$ cat src/rtl/uart_core_fifo.sv
// uart_core_fifo: UART core with active-low parallel strobes, TX/RX FIFOs and sticky errors.
// Frame: start bit, DATA_WIDTH data bits LSB first, optional parity, STOP_BITS stop bits.
module uart_core_fifo #(
    parameter int unsigned DATA_WIDTH = 8,
    parameter int unsigned BIT_CLKS   = 16,
    parameter int unsigned PARITY     = 0,
    parameter int unsigned STOP_BITS  = 1,
    parameter int unsigned FIFO_DEPTH = 4
) (
    input  logic                  clk,
    input  logic                  rst,
    input  logic                  wen,
    input  logic [DATA_WIDTH-1:0] data_in,
    output logic                  txrdy,
    input  logic                  oen,
    output logic [DATA_WIDTH-1:0] data_out,
    output logic                  rxrdy,
    output logic                  tx,
    input  logic                  rx,
    input  logic                  err_clr,
    output logic                  parity_err,
    output logic                  framing_err,
    output logic                  overflow
);

    localparam int unsigned AddrW = $clog2(FIFO_DEPTH);
    localparam int unsigned CntW  = $clog2(BIT_CLKS);
    localparam int unsigned BitW  = $clog2(DATA_WIDTH);

    localparam logic [CntW-1:0] CntLast   = CntW'(BIT_CLKS - 1);
    localparam logic [CntW-1:0] CntHalf   = CntW'(BIT_CLKS / 2 - 1);
    localparam logic [BitW-1:0] DataLast  = BitW'(DATA_WIDTH - 1);
    localparam logic [BitW-1:0] StopLast  = BitW'(STOP_BITS - 1);
    localparam logic            HasParity = (PARITY != 0);
    localparam logic            ParOdd    = (PARITY == 2);

    localparam logic [2:0] StIdle     = 3'd0;
    localparam logic [2:0] StStart    = 3'd1;
    localparam logic [2:0] StData     = 3'd2;
    localparam logic [2:0] StParity   = 3'd3;
    localparam logic [2:0] StStop     = 3'd4;
    localparam logic [2:0] StWaitHigh = 3'd5;

    // ------------------------------------------------------------------
    // TX FIFO
    // ------------------------------------------------------------------
    logic [DATA_WIDTH-1:0] tx_mem_q [FIFO_DEPTH];
    logic [AddrW:0]        tx_wptr_q, tx_rptr_q;
    logic                  tx_full, tx_empty, tx_push, tx_pop;
    logic [DATA_WIDTH-1:0] tx_head;

    assign tx_empty = (tx_wptr_q == tx_rptr_q);
    assign tx_full  = (tx_wptr_q[AddrW] != tx_rptr_q[AddrW]) &&
                      (tx_wptr_q[AddrW-1:0] == tx_rptr_q[AddrW-1:0]);
    assign txrdy    = ~tx_full;
    // A pop in the same cycle frees the slot, so a push into a full FIFO still lands.
    assign tx_push  = ~wen & (~tx_full | tx_pop);
    assign tx_head  = tx_mem_q[tx_rptr_q[AddrW-1:0]];

    always_ff @(posedge clk or posedge rst) begin
        if (rst) begin
            tx_wptr_q <= '0;
            tx_rptr_q <= '0;
        end else begin
            if (tx_push) tx_wptr_q <= tx_wptr_q + 1'b1;
            if (tx_pop)  tx_rptr_q <= tx_rptr_q + 1'b1;
        end
    end

    always_ff @(posedge clk) begin
        if (tx_push) tx_mem_q[tx_wptr_q[AddrW-1:0]] <= data_in;
    end

    // ------------------------------------------------------------------
    // TX FSM
    // ------------------------------------------------------------------
    logic [2:0]            tx_state_q, tx_state_d;
    logic [CntW-1:0]       tx_cnt_q, tx_cnt_d;
    logic [BitW-1:0]       tx_bit_q, tx_bit_d;
    logic [DATA_WIDTH-1:0] tx_shift_q, tx_shift_d;
    logic                  tx_par_q, tx_par_d;
    logic                  tx_q, tx_d;
    logic                  tx_tick;

    assign tx_tick = (tx_cnt_q == CntLast);

    always_comb begin
        tx_state_d = tx_state_q;
        tx_bit_d   = tx_bit_q;
        tx_shift_d = tx_shift_q;
        tx_par_d   = tx_par_q;
        tx_pop     = 1'b0;
        tx_cnt_d   = (tx_state_q == StIdle || tx_tick) ? '0 : tx_cnt_q + 1'b1;

        unique case (tx_state_q)
            StIdle: begin
                if (!tx_empty) begin
                    tx_pop     = 1'b1;
                    tx_shift_d = tx_head;
                    tx_par_d   = (^tx_head) ^ ParOdd;
                    tx_state_d = StStart;
                end
            end
            StStart: begin
                if (tx_tick) begin
                    tx_bit_d   = '0;
                    tx_state_d = StData;
                end
            end
            StData: begin
                if (tx_tick) begin
                    tx_shift_d = tx_shift_q >> 1;
                    if (tx_bit_q == DataLast) begin
                        tx_bit_d   = '0;
                        tx_state_d = HasParity ? StParity : StStop;
                    end else begin
                        tx_bit_d = tx_bit_q + 1'b1;
                    end
                end
            end
            StParity: begin
                if (tx_tick) begin
                    tx_bit_d   = '0;
                    tx_state_d = StStop;
                end
            end
            StStop: begin
                if (tx_tick) begin
                    if (tx_bit_q != StopLast) begin
                        tx_bit_d = tx_bit_q + 1'b1;
                    end else if (!tx_empty) begin
                        // Chain straight into the next frame without an idle bit.
                        tx_pop     = 1'b1;
                        tx_shift_d = tx_head;
                        tx_par_d   = (^tx_head) ^ ParOdd;
                        tx_state_d = StStart;
                    end else begin
                        tx_state_d = StIdle;
                    end
                end
            end
            default: tx_state_d = StIdle;
        endcase

        case (tx_state_d)
            StStart:  tx_d = 1'b0;
            StData:   tx_d = tx_shift_d[0];
            StParity: tx_d = tx_par_d;
            default:  tx_d = 1'b1;
        endcase
    end

    always_ff @(posedge clk or posedge rst) begin
        if (rst) begin
            tx_state_q <= StIdle;
            tx_cnt_q   <= '0;
            tx_bit_q   <= '0;
            tx_shift_q <= '0;
            tx_par_q   <= 1'b0;
            tx_q       <= 1'b1;
        end else begin
            tx_state_q <= tx_state_d;
            tx_cnt_q   <= tx_cnt_d;
            tx_bit_q   <= tx_bit_d;
            tx_shift_q <= tx_shift_d;
            tx_par_q   <= tx_par_d;
            tx_q       <= tx_d;
        end
    end

    assign tx = tx_q;

    // ------------------------------------------------------------------
    // RX synchroniser and FSM
    // ------------------------------------------------------------------
    logic                  rx_s1_q, rx_s2_q, rx_sync;
    logic [2:0]            rx_state_q, rx_state_d;
    logic [CntW-1:0]       rx_cnt_q, rx_cnt_d;
    logic [BitW-1:0]       rx_bit_q, rx_bit_d;
    logic [DATA_WIDTH-1:0] rx_shift_q, rx_shift_d;
    logic                  rx_tick, rx_push, rx_pop, rx_full, rx_empty;
    logic                  par_set, frame_set, ovf_set;

    assign rx_sync = rx_s2_q;
    assign rx_tick = (rx_cnt_q == CntLast);

    always_comb begin
        rx_state_d = rx_state_q;
        rx_cnt_d   = rx_cnt_q + 1'b1;
        rx_bit_d   = rx_bit_q;
        rx_shift_d = rx_shift_q;
        rx_push    = 1'b0;
        par_set    = 1'b0;
        frame_set  = 1'b0;
        ovf_set    = 1'b0;

        unique case (rx_state_q)
            StIdle: begin
                rx_cnt_d = '0;
                if (!rx_sync) rx_state_d = StStart;
            end
            StStart: begin
                // Mid-bit recheck rejects glitches shorter than half a bit.
                if (rx_cnt_q == CntHalf) begin
                    rx_cnt_d   = '0;
                    rx_bit_d   = '0;
                    rx_state_d = rx_sync ? StIdle : StData;
                end
            end
            StData: begin
                if (rx_tick) begin
                    rx_cnt_d   = '0;
                    rx_shift_d = {rx_sync, rx_shift_q[DATA_WIDTH-1:1]};
                    if (rx_bit_q == DataLast) begin
                        rx_state_d = HasParity ? StParity : StStop;
                    end else begin
                        rx_bit_d = rx_bit_q + 1'b1;
                    end
                end
            end
            StParity: begin
                if (rx_tick) begin
                    rx_cnt_d   = '0;
                    par_set    = rx_sync ^ (^rx_shift_q) ^ ParOdd;
                    rx_state_d = StStop;
                end
            end
            StStop: begin
                if (rx_tick) begin
                    rx_cnt_d = '0;
                    if (!rx_sync) begin
                        frame_set  = 1'b1;
                        rx_state_d = StWaitHigh;
                    end else begin
                        if (!rx_full || rx_pop) rx_push = 1'b1;
                        else                    ovf_set = 1'b1;
                        rx_state_d = StIdle;
                    end
                end
            end
            StWaitHigh: begin
                rx_cnt_d = '0;
                if (rx_sync) rx_state_d = StIdle;
            end
            default: rx_state_d = StIdle;
        endcase
    end

    always_ff @(posedge clk or posedge rst) begin
        if (rst) begin
            rx_s1_q    <= 1'b1;
            rx_s2_q    <= 1'b1;
            rx_state_q <= StIdle;
            rx_cnt_q   <= '0;
            rx_bit_q   <= '0;
            rx_shift_q <= '0;
        end else begin
            rx_s1_q    <= rx;
            rx_s2_q    <= rx_s1_q;
            rx_state_q <= rx_state_d;
            rx_cnt_q   <= rx_cnt_d;
            rx_bit_q   <= rx_bit_d;
            rx_shift_q <= rx_shift_d;
        end
    end

    // ------------------------------------------------------------------
    // RX FIFO
    // ------------------------------------------------------------------
    logic [DATA_WIDTH-1:0] rx_mem_q [FIFO_DEPTH];
    logic [AddrW:0]        rx_wptr_q, rx_rptr_q;

    assign rx_empty = (rx_wptr_q == rx_rptr_q);
    assign rx_full  = (rx_wptr_q[AddrW] != rx_rptr_q[AddrW]) &&
                      (rx_wptr_q[AddrW-1:0] == rx_rptr_q[AddrW-1:0]);
    assign rxrdy    = ~rx_empty;
    assign rx_pop   = ~oen & rxrdy;
    assign data_out = rxrdy ? rx_mem_q[rx_rptr_q[AddrW-1:0]] : '0;

    always_ff @(posedge clk or posedge rst) begin
        if (rst) begin
            rx_wptr_q <= '0;
            rx_rptr_q <= '0;
        end else begin
            if (rx_push) rx_wptr_q <= rx_wptr_q + 1'b1;
            if (rx_pop)  rx_rptr_q <= rx_rptr_q + 1'b1;
        end
    end

    always_ff @(posedge clk) begin
        if (rx_push) rx_mem_q[rx_wptr_q[AddrW-1:0]] <= rx_shift_q;
    end

    // ------------------------------------------------------------------
    // Sticky error flags; a new event wins over a coincident clear.
    // ------------------------------------------------------------------
    logic parity_err_q, framing_err_q, overflow_q;

    always_ff @(posedge clk or posedge rst) begin
        if (rst) begin
            parity_err_q  <= 1'b0;
            framing_err_q <= 1'b0;
            overflow_q    <= 1'b0;
        end else begin
            parity_err_q  <= (parity_err_q  & ~err_clr) | par_set;
            framing_err_q <= (framing_err_q & ~err_clr) | frame_set;
            overflow_q    <= (overflow_q    & ~err_clr) | ovf_set;
        end
    end

    assign parity_err  = parity_err_q;
    assign framing_err = framing_err_q;
    assign overflow    = overflow_q;

endmodule

$ cat config.mk
export PLATFORM = sky130hd
export DESIGN_NAME = uart_core_fifo
export DESIGN_NICKNAME = d
export VERILOG_FILES = /design/src/rtl/uart_core_fifo.sv
export SDC_FILE = /design/constraint.sdc
export NUM_CORES = 1
export LEC_CHECK = 0
export ABC_AREA = 1
export CAP_MARGIN = 30
export CORE_MARGIN = 2
export CORE_UTILIZATION = 60
export CTS_CLUSTER_DIAMETER = 120
export CTS_CLUSTER_SIZE = 20
export DETAILED_ROUTE_END_ITERATION = 6
export PLACE_DENSITY = 0.86
export SYNTH_ARGS = -nofsm -noshare
export SYNTH_HDL_FRONTEND = slang
export SYNTH_SLANG_ARGS = --single-unit
$ cat constraint.sdc
create_clock -name clk -period 3.3 [get_ports clk]
set_input_delay 0.66 -clock clk [delete_from_list [all_inputs] [get_ports clk]]
set_output_delay 0.66 -clock clk [all_outputs]
set_load 0.02 [all_outputs]
==> results of run 1 <==
==> cells by family after synthesis <==
logic type	Yosys count	share of synthesized area [%]
AOI/OAI and AO/OA	60	6.74
muxes	1	0.193
DFF	119	56.5
and+or+nand+nor	294	22.6
adders and majority gates	17	3.64
xor gates and xnor gates	22	3.62
buffers and inverters	87	6.78
==> final cells by class <==
| type | count | area, µm² | area share (%) |
|---|---|---|---|
| flip-flops and latches | 119 | 3300 | 48.4 |
| multi-input cells | 394 | 2150 | 31.5 |
| clock buffers | 18 | 418 | 6.13 |
| repair buffers | 33 | 315 | 4.62 |
| inverters | 75 | 293 | 4.29 |
| clock inverters | 14 | 175 | 2.57 |
| well taps | 133 | 166 | 2.44 |
==> per-stage QoR <==
stage               setup WS [ns]  cell area, µm²  instances  hold slack [ns]
finish                      0.227            6820        786            0.363
detailed placement          0.588            6210        752            0.348
global route               0.0373            6820        786            0.370
CTS                        0.0582            6800        784            0.362
global placement            0.709            6210        752            0.349
floorplan                    1.22            5850        600            0.345
==> cells in the mapped netlist, types with 2 or more instances <==
cell	number
buf_2	2
nor2_1	59
inv_1	69
inv_2	4
nand3_2	9
o32ai_1	9
clkbuf_1	3
xor2_1	10
dfrtp_1	52
edfxtp_1	64
nand3_1	24
o211ai_1	2
a21oi_1	10
dfstp_2	3
o221ai_1	6
nand2_2	15
nand4_1	2
o21ai_0	27
xnor2_1	11
ha_1	17
nand2_1	171
buf_12	2
nor2_2	3
buf_6	3
nand2_4	4
==> sequential cells by signal (all words and copies together) (netlist names), 3 cells and up <==
register / cells
rx_bit_q: 3
tx_bit_q: 3
rx_mem_q: 32
rx_rptr_q: 3
rx_wptr_q: 3
rx_state_q: 3
tx_shift_q: 8
tx_cnt_q: 4
tx_mem_q: 32
rx_shift_q: 8
rx_cnt_q: 4
tx_wptr_q: 3
tx_rptr_q: 3
tx_state_q: 3
==> routing by layer <==
layer	vias to the layer above	wire (µm)
met1	1986	4420
met3	28	530
li1	2049	-
met4	0	223
met2	113	6070
met5	-	0
==> power by group through the flow <==
stage,combinational [µW],clock [µW],sequential (µW)
2_1_floorplan,847,0,1830
4_1_cts,1180,1850,1860
3_3_place_gp,1100,0,1870
5_1_grt,1340,1920,1880
6_report,1200,1830,1860
3_5_place_dp,1160,0,1880
==> repair_timing <==
item | CTS | global route
setup endpoints to repair | 0 | 9
gates resized for setup | 0 | 2
setup buffers | 0 | 2
==> critical path: stages (launching register included) <==
cell             delay, ns
dfrtp_1               0.39
buf_4                 0.24
nand2_1               0.08
a21oi_1               0.22
nand2_1               0.24
nand2_1               0.14
inv_1                 0.06
clkdlybuf4s50_1       0.53
==> worst max path at each step <==
stage                      start           to  slack, ns  cells past startpoint
floorplan           rx_rptr_q[0]  data_out[6]       1.22                      7
global placement    rx_rptr_q[0]  data_out[3]       0.71                      7
detailed placement  rx_rptr_q[0]  data_out[5]       0.59                      7
CTS                 rx_rptr_q[0]  data_out[5]       0.06                      7
global route        rx_rptr_q[0]  data_out[5]       0.04                      7
finish              rx_rptr_q[0]  data_out[5]       0.23                      7
==> flow_summary_export.csv, run 1 <==
group,metric,value,unit
pwr,seqPwrFrac,38.1,%
worst_setup_path,crit_path_start_kind,"flop",
floorplanning,rows,36,
floorplanning,die_area,10600,µm²
timing,timing.fmax,325,MHz
timing,worst_clock_skew,0.0104,ns
global_routing,grt_max_degree,21,
clocking,cts_tree,"yes",
clocking,holdBufCountCts,0,
global_routing,use_met1,26.0,%
hold_path,hold_path_end,"rx_s2_q",
global_routing,use_met2,42.5,%
yosys,synth.yosys.seq_area_share,56.5,%
hold_path,min_path_type,"flop to flop",
timing,rsz0062_at_grt,"no",
global_routing,grt_use_total,23.5,%
timing,setup_viol,0,
clocking,clkLatencyLatePin,0.51,ns
clocking,cts.sinks,119,
floorplanning,die_h,103,µm
global_routing,grt_pass1_wl,18800,µm
clocking,clockRootBuffer,"clkbuf_8",
yosys,syn_inst,600,
worst_setup_path,r2r_slack,0.79,ns
place,port_buffers,27,
drt,wl_per_cell,14.3,µm
final_layout,area_growth,16.6,%
global_routing,grt_pass1_vias,4213,
yosys,synth_top_area_share,32.9,%
drt,initialDrtViolationCount,156,
timing,maxSlewViolCount,0,
drt,wirelength,11200,µm
drt,detail-route-antenna-nets,0,
hold_path,holdPathStages,0,
floorplanning,io_pins,28,
worst_setup_path,path_max_fanout,18,
global_routing,globalRoute.totalOverflow,0,
worst_setup_path,rr_endpoint,"rx_mem_q[0][0]",
yosys,syn-num-nets,631,
pwr,netSwitchingPower,1530,µW
final_layout,drive_above_1_share,13.2,%
clocking,cts_buffer_depth,2,
yosys,synthArstFlopShare,46.2,%
outcome,status,"finished clean",
place,hpwlAfterDp,7570,µm
global_routing,grt_use_met3,7.32,%
worst_setup_path,path_class,"flop to output pin",
pwr,ir_drop,0.434,mV
final_layout,fin_nets,671,
worst_setup_path,crit_arrival,2.41,ns
timing,period_minus_slack,3.07,ns
final_layout,final_cell_mix,"nand2_1, inv_1, edfxtp_1",
timing,setup_tns,0,ns
final_layout,n_fill_cell,666,
drt,vias_per_cell,5.31,
pwr,intPower,3360,µW
hold_path,hold_path.startpoint,"rx_s1_q",
timing,final_hold_viol_count,0,
yosys,netlist_top_cells_area,"edfxtp_1, dfrtp_1, nand2_1",
clocking,path_clk_slew,0.06,ns
timing,finalCritPeriodShare,93.1,%
yosys,synth_edf_count,64,
floorplanning,fp.dieW,103,µm
floorplanning,initial_core_util,60.9,%
floorplanning,core-area,9590,µm²
worst_setup_path,crit-reg2reg-launch,"rx_cnt_q[0]",
worst_setup_path,reg2regPathDepth,7,
pwr,switching_share,31.4,%
worst_setup_path,endpoint_kind,"output pin",
drt,drcViolationCount,0,
worst_setup_path,worstPathRequired,2.64,ns
yosys,synth_top_area_cell,"edfxtp_1",
timing,slew_headroom,46.9,%
drt,first_pass_iters,5,
final_layout,post-route-util,71.1,%
yosys,ys_types,44,
pwr,power,4890,µW
final_layout,n_antenna_cell,0,
clocking,numCtsBuffers,17,
pwr,p_clk_share,37.4,%
global_routing,antenna_found_initial,0,
clocking,cts_max_level,4,
global_routing,grt_busiest_layer,"met2",
yosys,synth_warnings,0,
pwr,powerDensity,717,nW/µm²
yosys,syn_area,5850,µm²
final_layout,final_common_cell,"nand2_1",
yosys,synth_top_flop_cell,"edfxtp_1",
yosys,ys_ff_latch,119,
timing,tightest_slew,0.793,ns
pwr,comb_power_share,24.5,%
yosys,synth.avg_cell_area,9.74,µm²
place,place_congestion,0.884,
drt,vias,4176,
job,maxCapViolCount,0,
pwr,p_leak,0.00301,µW
Power figures use the tool's default switching activity.
==> run 2, diff against run 1 <==
- GPL_ROUTABILITY_DRIVEN: default -> 0
- SLEW_MARGIN: default -> 20
==> results of run 2 <==
Same layout as run 1: the final DEF is identical, and so are final timing and power.
==> run 3, diff against run 2 <==
- CELL_PAD_IN_SITES_DETAIL_PLACEMENT: default -> 1
- CELL_PAD_IN_SITES_GLOBAL_PLACEMENT: default -> 2
- CORE_ASPECT_RATIO: default -> 1.25
- CORE_MARGIN: 2 -> default
- CORE_UTILIZATION: 60 -> 42
- PLACE_DENSITY: 0.86 -> 0.92
==> flow_summary_export.csv, run 3 (same netlist as run 1, synthesis figures left out) <==
group,metric,value,unit
outcome,status,"finished clean",
timing,worst_clock_skew,0.00546,ns
clocking,cts_tree,"yes",
drt,wl_per_cell,15.3,µm
clocking,numCtsBuffers,17,
worst_setup_path,crit_path_start_kind,"flop",
pwr,switching_share,30.6,%
timing,setup_tns,0,ns
final_layout,n_antenna_cell,0,
floorplanning,initial_core_util,43.6,%
clocking,cts_buffer_depth,2,
final_layout,n_fill_cell,1504,
final_layout,fin_nets,671,
pwr,intPower,3440,µW
hold_path,min_path_type,"flop to flop",
final_layout,post-route-util,51.3,%
worst_setup_path,crit_arrival,2.39,ns
place,port_buffers,27,
worst_setup_path,worstPathRequired,2.64,ns
timing,finalCritPeriodShare,92.4,%
timing,timing.fmax,328,MHz
clocking,clkLatencyLatePin,0.42,ns
drt,initialDrtViolationCount,185,
final_layout,drive_above_1_share,12.9,%
global_routing,grt_use_total,19.9,%
final_layout,instances_no_fill,824,
clocking,clockRootBuffer,"clkbuf_16",
timing,tightest_slew,0.806,ns
pwr,ir_drop,0.402,mV
global_routing,grt_pass1_wl,22000,µm
global_routing,antenna_found_initial,0,
drt,vias,4135,
final_layout,final_cell_mix,"nand2_1, inv_1, edfxtp_1",
floorplanning,die_h,134,µm
global_routing,grt_pass1_vias,4576,
floorplanning,core-area,13400,µm²
clocking,holdBufCountCts,0,
pwr,powerDensity,721,nW/µm²
timing,final_hold_viol_count,0,
clocking,path_clk_slew,0.06,ns
pwr,netSwitchingPower,1520,µW
drt,drcViolationCount,0,
final_layout,final_common_cell,"nand2_1",
timing,rsz0062_at_grt,"no",
timing,maxSlewViolCount,0,
clocking,cts.sinks,119,
timing,setup_viol,0,
clocking,cts_max_level,4,
worst_setup_path,path_class,"flop to output pin",
worst_setup_path,endpoint_kind,"output pin",
floorplanning,io_pins,28,
global_routing,globalRoute.totalOverflow,0,
place,hpwlAfterDp,8920,µm
pwr,seqPwrFrac,37.5,%
job,maxCapViolCount,0,
floorplanning,die_area,14400,µm²
floorplanning,fp.dieW,108,µm
drt,first_pass_iters,4,
timing,period_minus_slack,3.05,ns
place,dp_cells,792,
floorplanning,rows,47,
pwr,p_leak,0.00302,µW
pwr,comb_power_share,23.9,%
pwr,p_clk_share,38.6,%
timing,hold_ws,0.354,ns
drt,detail-route-antenna-nets,0,
drt,vias_per_cell,5.02,
timing,slew_headroom,46.1,%
worst_setup_path,path_max_fanout,19,
drt,wirelength,12600,µm
final_layout,area_growth,17.7,%
global_routing,grt_max_degree,33,
## run 3: cell count changes in the layout (fill, tap and decap cells not counted), sizes merged
cell    change
inv         -2
bufinv      +1
clkinv      +1
## run 3: final timing paths
path,cells after the start,start,endpoint,slack [ns]
max,6,rx_rptr_q[1],data_out[5],0.25
min,0,rx_s1_q,rx_s2_q,0.35
max reg2reg,7,rx_cnt_q[0],rx_mem_q[1][4],0.84
min reg2reg,0,rx_s1_q,rx_s2_q,0.35
max in group asynchronous,3,rst,rx_s2_q,2.09
min in group asynchronous,2,rst,tx_cnt_q[2],0.48
## run 3: routing by layer
metal / global-route usage (%) / part of all wire, % / vias to the layer above
li1: - / - / 2040
met1: 21.7 / 39 / 2024
met2: 37.3 / 57 / 48
met3: 2.96 / 1.9 / 23
met4: 9.21 / 1.9 / 0
met5: 0 / 0 / -
## run 3: area by class of cell
cell class,instances,area [µm²],area share (%)
Clock buffer,18,429,6.24
Clock inverter,14,183,2.65
Inverter,75,289,4.20
Multi-Input combinational cell,394,2150,31.2
Sequential cell,119,3300,48.0
Tap cell,171,214,3.11
Timing Repair Buffer,33,315,4.58
## run 3: timing repair
action | in CTS | in global routing
buffers inserted | 0 | 0
resized for setup | 0 | 1
endpoints found under the setup margin | 0 | 8
hold endpoints to repair | 0 | 0
## run 3: critical path, cell delays in order (launching register included)
cell	delay, ns
dfrtp_2	0.52
xor2_1	0.20
a21oi_1	0.22
nand2_1	0.29
nand2_1	0.16
inv_1	0.05
clkdlybuf4s50_1	0.52
## run 3: metrics by stage
step,power [µW],instance area [µm²],setup slack [ns]
after floorplan,2680,5850,1.22
after global placement,3020,6270,0.692
after detailed placement,3090,6270,0.545
after CTS,5030,6880,0.0852
after global routing,5240,6880,0.0345
final,4960,6880,0.251
## run 3: power groups by stage
stage	clock [µW]	combinational, µW	sequential (µW)
after floorplan	0	847	1830
after global placement	0	1140	1880
after detailed placement	0	1200	1890
after CTS	1960	1210	1860
after global routing	2010	1340	1880
final	1920	1190	1860
